File: config.mk
export PLATFORM = sky130hd
export DESIGN_NAME = wb_stage
export DESIGN_NICKNAME = d
export VERILOG_FILES = /design/src/rtl/wb_stage_pkg.sv /design/src/rtl/wb_stage_reg.sv /design/src/rtl/wb_stage.sv
export SDC_FILE = /design/constraint.sdc
export NUM_CORES = 1
export LEC_CHECK = 0
export ABC_AREA = 1
export CORE_MARGIN = 5
export CORE_UTILIZATION = 39
export CTS_CLUSTER_SIZE = 40
export DETAILED_ROUTE_END_ITERATION = 6
export DONT_BUFFER_PORTS = 1
export GPL_TIMING_DRIVEN = 0
export PLACE_DENSITY_LB_ADDON = 0.25
export SYNTH_ARGS = -nofsm -noshare
export SYNTH_HDL_FRONTEND = slang
export SYNTH_HIERARCHICAL = 1
export SYNTH_SLANG_ARGS = --single-unit
File: constraint.sdc
create_clock -name clk -period 2.7 [get_ports clk]
set_input_delay 0.135 -clock clk [delete_from_list [all_inputs] [get_ports clk]]
set_output_delay 0.135 -clock clk [all_outputs]
set_load 0.02 [all_outputs]
File: src/rtl/wb_stage_pkg.sv
// Shared constants, types and helpers for the write-back stage.
package wb_stage_pkg;

    localparam int         NBITS_DEFAULT = 32;
    localparam logic [4:0] REG_ZERO      = 5'd0;
    localparam logic [4:0] REG_RA        = 5'd31;
    localparam int         RETIRED_WIDTH = 32;

    typedef logic [4:0] regIdx_t;

    // Which datapath value feeds the register file.
    typedef enum logic [1:0] {
        SRC_ALU = 2'd0,
        SRC_MEM = 2'd1,
        SRC_PC  = 2'd2
    } wbSrc_t;

    // A jal-class instruction always links into r31, whatever decode put in its destination field.
    function automatic regIdx_t effectiveDest(input logic isJal, input regIdx_t decodeDest);
        return isJal ? REG_RA : decodeDest;
    endfunction

    // The link address has priority over memory data, which has priority over the ALU result.
    function automatic wbSrc_t selectSource(input logic isJal, input logic memtoReg);
        if (isJal) begin
            return SRC_PC;
        end else if (memtoReg) begin
            return SRC_MEM;
        end
        return SRC_ALU;
    endfunction

endpackage

File: src/rtl/wb_stage_reg.sv
// MEM/WB pipeline register with stall (hold) and flush (bubble) controls.
module wb_stage_reg
    import wb_stage_pkg::*;
#(
    parameter int NBits = NBITS_DEFAULT
) (
    input  logic             clk,
    input  logic             reset,
    input  logic             stall,
    input  logic             flush,
    input  logic             memValid,
    input  logic             memRegWrite,
    input  logic             memMemtoReg,
    input  logic             memJal,
    input  regIdx_t          memWriteRegister,
    input  logic [NBits-1:0] memAluResult,
    input  logic [NBits-1:0] memReadData,
    input  logic [NBits-1:0] memPcPlus4,
    output logic             wbValid,
    output logic             wbRegWrite,
    output logic             wbMemtoReg,
    output logic             wbJal,
    output regIdx_t          wbWriteRegister,
    output logic [NBits-1:0] wbAluResult,
    output logic [NBits-1:0] wbReadData,
    output logic [NBits-1:0] wbPcPlus4
);

    // Reset and flush both empty the slot; flush beats stall so a squashed slot never lingers.
    always_ff @(posedge clk or negedge reset) begin
        if (!reset) begin
            wbValid         <= 1'b0;
            wbRegWrite      <= 1'b0;
            wbMemtoReg      <= 1'b0;
            wbJal           <= 1'b0;
            wbWriteRegister <= REG_ZERO;
            wbAluResult     <= '0;
            wbReadData      <= '0;
            wbPcPlus4       <= '0;
        end else if (flush) begin
            wbValid         <= 1'b0;
            wbRegWrite      <= 1'b0;
            wbMemtoReg      <= 1'b0;
            wbJal           <= 1'b0;
            wbWriteRegister <= REG_ZERO;
            wbAluResult     <= '0;
            wbReadData      <= '0;
            wbPcPlus4       <= '0;
        end else if (!stall) begin
            wbValid         <= memValid;
            wbRegWrite      <= memRegWrite;
            wbMemtoReg      <= memMemtoReg;
            wbJal           <= memJal;
            wbWriteRegister <= memWriteRegister;
            wbAluResult     <= memAluResult;
            wbReadData      <= memReadData;
            wbPcPlus4       <= memPcPlus4;
        end
    end

endmodule

File: src/rtl/wb_stage.sv
// Write-back stage: MEM/WB register, write-back data select, forwarding info and retire counter.
module wb_stage
    import wb_stage_pkg::*;
#(
    parameter int NBits = NBITS_DEFAULT
) (
    input  logic                     clk,
    input  logic                     reset,
    input  logic                     stall,
    input  logic                     flush,
    input  logic                     in_Valid,
    input  logic                     in_RegWrite,
    input  logic                     in_MemtoReg,
    input  logic                     in_ALUMemOrPC,
    input  logic [4:0]               in_WriteRegister,
    input  logic [NBits-1:0]         in_ALUResult,
    input  logic [NBits-1:0]         in_ReadData,
    input  logic [NBits-1:0]         in_PCPlus4,
    output logic                     out_RegWrite,
    output logic [4:0]               out_WriteRegister,
    output logic                     out_ALUMemOrPC,
    output logic [NBits-1:0]         WriteData,
    output logic                     fwd_Valid,
    output logic [4:0]               fwd_Register,
    output logic [NBits-1:0]         fwd_Data,
    output logic [RETIRED_WIDTH-1:0] RetiredCount
);

    logic                     wbValid;
    logic                     wbRegWrite;
    logic                     wbMemtoReg;
    logic                     wbJal;
    regIdx_t                  wbWriteRegister;
    logic [NBits-1:0]         wbAluResult;
    logic [NBits-1:0]         wbReadData;
    logic [NBits-1:0]         wbPcPlus4;
    logic [NBits-1:0]         writeData;
    regIdx_t                  fwdRegister;
    logic                     regWriteEn;
    logic                     retireNow;
    logic [RETIRED_WIDTH-1:0] retiredCount;

    wb_stage_reg #(
        .NBits(NBits)
    ) u_reg (
        .clk             (clk),
        .reset           (reset),
        .stall           (stall),
        .flush           (flush),
        .memValid        (in_Valid),
        .memRegWrite     (in_RegWrite),
        .memMemtoReg     (in_MemtoReg),
        .memJal          (in_ALUMemOrPC),
        .memWriteRegister(in_WriteRegister),
        .memAluResult    (in_ALUResult),
        .memReadData     (in_ReadData),
        .memPcPlus4      (in_PCPlus4),
        .wbValid         (wbValid),
        .wbRegWrite      (wbRegWrite),
        .wbMemtoReg      (wbMemtoReg),
        .wbJal           (wbJal),
        .wbWriteRegister (wbWriteRegister),
        .wbAluResult     (wbAluResult),
        .wbReadData      (wbReadData),
        .wbPcPlus4       (wbPcPlus4)
    );

    // Pick the write-back value from the registered slot; a bubble holds all zeros so this reads 0.
    always_comb begin
        writeData = wbAluResult;
        unique case (selectSource(wbJal, wbMemtoReg))
            SRC_PC:  writeData = wbPcPlus4;
            SRC_MEM: writeData = wbReadData;
            default: writeData = wbAluResult;
        endcase
    end

    assign fwdRegister = effectiveDest(wbJal, wbWriteRegister);
    assign regWriteEn  = wbValid & wbRegWrite & (fwdRegister != REG_ZERO);
    assign retireNow   = in_Valid & ~stall & ~flush;

    // Count every real instruction that enters the slot, whether or not it writes a register; wraps silently.
    always_ff @(posedge clk or negedge reset) begin
        if (!reset) begin
            retiredCount <= '0;
        end else if (retireNow) begin
            retiredCount <= retiredCount + {{(RETIRED_WIDTH-1){1'b0}}, 1'b1};
        end
    end

    assign out_RegWrite      = regWriteEn;
    assign out_WriteRegister = wbWriteRegister;
    assign out_ALUMemOrPC    = wbJal;
    assign WriteData         = writeData;
    assign fwd_Valid         = regWriteEn;
    assign fwd_Register      = fwdRegister;
    assign fwd_Data          = writeData;
    assign RetiredCount      = retiredCount;

endmodule

# --- Yosys cells after proc, flatten, opt, wreduce, memory -nomap -nowiden ---
# Index checks and enable logic that the tools add are counted.
# Widths: inputs -> output; s select.
word_totals:
  register_bits: 137
  in_bits: 109
  output_inout_bits: 109
  elab_cells: 43
op_classes:
  addsub: 1
  n_eq_ne: 3
  n_mux: 23
  bitwise: 6
  reduce_logical: 1
ops:
  columns: ["cell", "n"]
  rows:
  - ["$mux 32", 6]
  - ["$pmux 32 s2", 1]
  - ["$add 32x1->32 const B", 1]
  - ["$mux 5", 3]
  - ["$mux 1", 10]
  - ["$mux 2", 3]
  - ["$reduce_bool 5->1", 1]
  - ["$and 1x1->1", 4]
  - ["$eq 2x1->1 const B", 1]
  - ["$eq 2x2->1 const B", 1]
  - ["$ne 2x1->1 const B", 1]
  - ["$not 1->1", 2]

# --- Logic depth before layout (Yosys ltp) ---
depth:
  depth_word: 5
  depth_mapped: 9
  mapped_depth_nobuf: 9

# --- Cells and area by module ---
# Netlist, hierarchy kept.
by_module_without_submodules:
  columns: ["module", "n_inst", "cells_per_inst", "area_per_inst_um2", "seq_area_each_um2"]
  rows:
  - ["wb_stage_reg", 1, 456, 4184.0, 2627.5]
  - ["wb_stage", 1, 392, 2686.3, 800.8]

# --- Worst setup path after synthesis ---
# Ideal clock, no wire load.
synth_timing:
  path_type: "register -> output"
  startpoint: "reg u_reg.wbJal"
  endpoint: "out fwd_Data[10]"
  arrival_ps: 1480
  t_required_ps: 2565
  path_slack_ps: 1085
  stages_incl_launch_ff: 7
  path_buffers: 3
  path_cell_list: "dfrtp_1 buf_2 nor2_1 buf_2 a22oi_1 nand2_1 buf_4"
synth_via:
  elab_chain_len: 4
  word_cells_on_any_way: 6
  classes_between: "eq/ne (2); mux (4)"
synth_lines:
  columns: ["item", "line", "text"]
  rows:
  - ["start: declaration", "wb_stage_reg.sv:22", "output logic wbJal,"]
  - ["start signal: assignment", "wb_stage_reg.sv:53", "wbJal <= memJal;"]
  - ["$mux 2 / $mux 1 (equally long branches)", "wb_stage_pkg.sv:25", "if (isJal) begin"]
  - ["$mux 2 *", "wb_stage_pkg.sv:30", "return SRC_ALU;"]
  - ["$eq 2x1->1 / $eq 2x2->1 (equally long branches)", "wb_stage.sv:71", "unique case (selectSource(wbJal, wbMemtoReg))"]
  - ["$pmux 32 s2 *", "wb_stage.sv:71", null]
  - ["end: declaration", "wb_stage.sv:25", "output logic [NBits-1:0] fwd_Data,"]
# Mark *: on every way between the ends. The rest lies on a longest branch, timed or not.

# --- Final worst setup path ---
layout_timing:
  startpoint: "reg u_reg.wbJal"
  endpoint: "out fwd_Data[16]"
# Same word-level chain as after synthesis.

==> run summary <==
setup violators final - 0
Worst Path Required - 2.57 ns
ys flop type - dfrtp_1
Synth Register Bits - 137
DR vias/cell - 5.046
antenna cells - 0
clk slew on worst S/H paths - 0.06 ns
Max Clk Rate - 0.3932 GHz
Seq/Total Area, Yosys - 49.90%
Max Slew Vio Count - 0
root buffer cell - clkbuf_16
number of flops mapped to enable cells by yosys - 0
min-delay worst type - in -> async
Final Hold Viols - 137
Antenna Nets Post-Route - 0
clock tree sinks - 137
largest cells by area after synthesis - dfrtp_1 (50%), nand2_1 (17%), nand3_1 (11%)
Max VDD drop - 0.5677 mV
PD cells - 606.9 mW/mm^2
Post-synth top cells - nand2_1 (315), nand3_1 (152), dfrtp_1 (137)
largest net degree at the start of global routing - 138
Critical Path Slowest Stage Cell - clkbuf_1
count leader, synth - nand2_1
Synth Cell Area - 0.006870 sq mm
post-route DRC violation count - 0
Async SR Flop Fraction - 100.0%
top cell type's share of synthesized area - 49.90%
DR pass1 iterations - 5
Crit. End Element - primary output
Routed WL - 21900 um
row count - 48
fin nets - 1085
Slew @ Worst Pin - 0.6689 ns
first-pass GRT wire length - 33730 um
Lkg Pwr - 4.511 nW
TNS Setup - 0 ns
port buffer count - 0
fraction of layout cells with a size suffix above 1 - 12.75%
CTS tree - yes
setup bufs post-CTS - 0
grt ovf - 0
Die ar. - 0.02037 sq mm
Max-Cap Viols - 0
drt wl/cell - 18.05 um
status - finished, violations left
worst hold margin - -0.5977 ns
post-synthesis area per instance - 8.102 sq um
io pins - 218
area grow syn2layout - 28.17%
Warnings, synthesis - 6
RSZ-0062 raised after global routing - no
Synth cell types - 29
clock skew - 0.007328 ns
Hold-fix buffers, CTS - 108
maximum fanout along the worst path - 10
Num CTS Buffers - 17
die height - 142.7 um
CP peak stage delay - 0.54 ns
kind of critical path - reg -> out
post-synth top area cell - dfrtp_1
fill count - 1661
CORE AREA - 0.01730 sq mm
DIE WIDTH - 142.7 um
vias post-DR - 6121
RD Place Congestion - 0.8293
Tcrit/Tclk final - 94.20%
Initial Util - 39.72%
vias in the first global route - 6299
DP Wirelength - 15110 um
clk buf depth - 2
H-tree levels - 4
worst path cell trace - buf_2 -> clkbuf_1 -> a22oi_1 -> nand2_1 -> buf_4
post-layout minimum cycle time - 2.543 ns
failing checks - hold timing
Worst Path Arrival - 2.41 ns
Post-Syn Instances - 848
Initial DRC Count - 389
top cell family by delay on the critical path - buffers and inverters
clock latency on the worst-skew pair - 0.44 ns
GRT Overall Usage - 21.60%
Slew HR - 55.41%
crit path buf inv count - 3
Net Count, Synth - 958
critical path launch point type - flip-flop
antenna violations before repair - 0
per-stage QoR:
stage,std cells,cell area [sq um],power (mW),util (%),setup WS [ns]
final,1213,8806,5.344,50.91,0.1567
after global routing,1213,8806,5.562,50.91,0.008337
after CTS,1213,8801,5.392,50.88,0.04017
after detailed placement,1073,7152,2.993,41.35,0.5120
after global placement,1073,7152,2.985,41.35,0.4915
after floorplan,848,6870,2.836,-,1.085
final timing paths:
| kind | end | startpoint | slack [ns] | cells after the start |
|---|---|---|---|---|
| worst max-delay path | fwd_Data[16] | u_reg/wbJal$_DFFE_PN0P_ | 0.16 | 5 |
| worst min-delay path | u_reg/wbAluResult[30]$_DFFE_PN0P_ | reset | -0.60 | 0 |
| worst max register to register | RetiredCount[26]$_DFFE_PN0P_ | RetiredCount[1]$_DFFE_PN0P_ | 0.96 | 8 |
| worst min register to register | u_reg/wbAluResult[26]$_DFFE_PN0P_ | u_reg/wbAluResult[26]$_DFFE_PN0P_ | 0.51 | 2 |
| max in group asynchronous | u_reg/wbReadData[30]$_DFFE_PN0P_ | reset | 3.01 | 0 |
| min in group clk | RetiredCount[11]$_DFFE_PN0P_ | stall | 0.02 | 3 |
cell usage in the layout (no fill, tap or decap), drive strengths merged:
| master | n |
|---|---|
| a22oi | 32 |
| buf | 76 |
| bufinv | 1 |
| clkbuf | 27 |
| clkinv | 7 |
| clkinvlp | 4 |
| dfrtp | 137 |
| dlygate4sd3 | 108 |
| ha | 1 |
| inv | 29 |
| nand2 | 320 |
| nand3 | 153 |
| nand3b | 3 |
| nand4 | 7 |
| nor2 | 50 |
| nor3 | 7 |
| o21ai | 2 |
| o21bai | 1 |
| or2 | 2 |
| xnor2 | 7 |
| xor2 | 14 |
worst register-to-register path, cell delays in order, from the launching register on:
cell and delay (ns):
dfrtp_1 0.52, ha_1 0.24, nand3_1 0.10, nor2_1 0.27, nand3_1 0.14, nor2_2 0.20, nand2_1 0.07, nand2_1 0.07
nand2_1 0.05
cells by family (layout without fill, tap and decap cells):
family                     Yosys count  after routing  synth area share [%]
AOI/OAI and AO/OA                   35             35                 3.752
xor gates and xnor gates            21             21                 2.677
adders and majority gates            1              1                0.1821
buffers and inverters              112            252                 9.342
DFF                                137            137                 49.90
and+or+nand+nor                    542            542                 34.15
sequential cells by signal, indices dropped and copies added (netlist names), 5 cells and up:
name,cells
RetiredCount,32
u_reg/wbAluResult,32
u_reg/wbWriteRegister,5
u_reg/wbReadData,32
u_reg/wbPcPlus4,32
power breakdown:
group          switching, mW  total, mW  leakage, nW  internal [mW]
clock network          0.918       2.25        0.271           1.33
logic                  0.452      0.741         2.43          0.290
registers              0.173       2.35         1.81           2.18
what timing repair did:
item | 4_1_cts | 5_1_grt
resized for setup | 0 | 7
setup endpoints to repair | 0 | 13
hold endpoints to repair | 247 | 137
routing by layer:
layer  GRT usage (%)  vias up  share of wire, %
li1                -     2972                 -
met1           28.21     2921                44
met2           34.47      203                47
met3           6.798       25               7.6
met4           6.703        0               1.5
met5               0        -                 0
final cells by class:
class	count	area (sq um)	area share, %
inverter	30	112.6	1.279
clock buffer	21	470.5	5.342
buffer	82	534.3	6.067
timing repair buffer	108	1081	12.28
sequential	137	3428	38.93
clock inverter	11	97.59	1.108
tap	225	281.5	3.197
multi-input combinational	599	2800	31.80
Note: power is estimated with default switching activity, not from simulation.
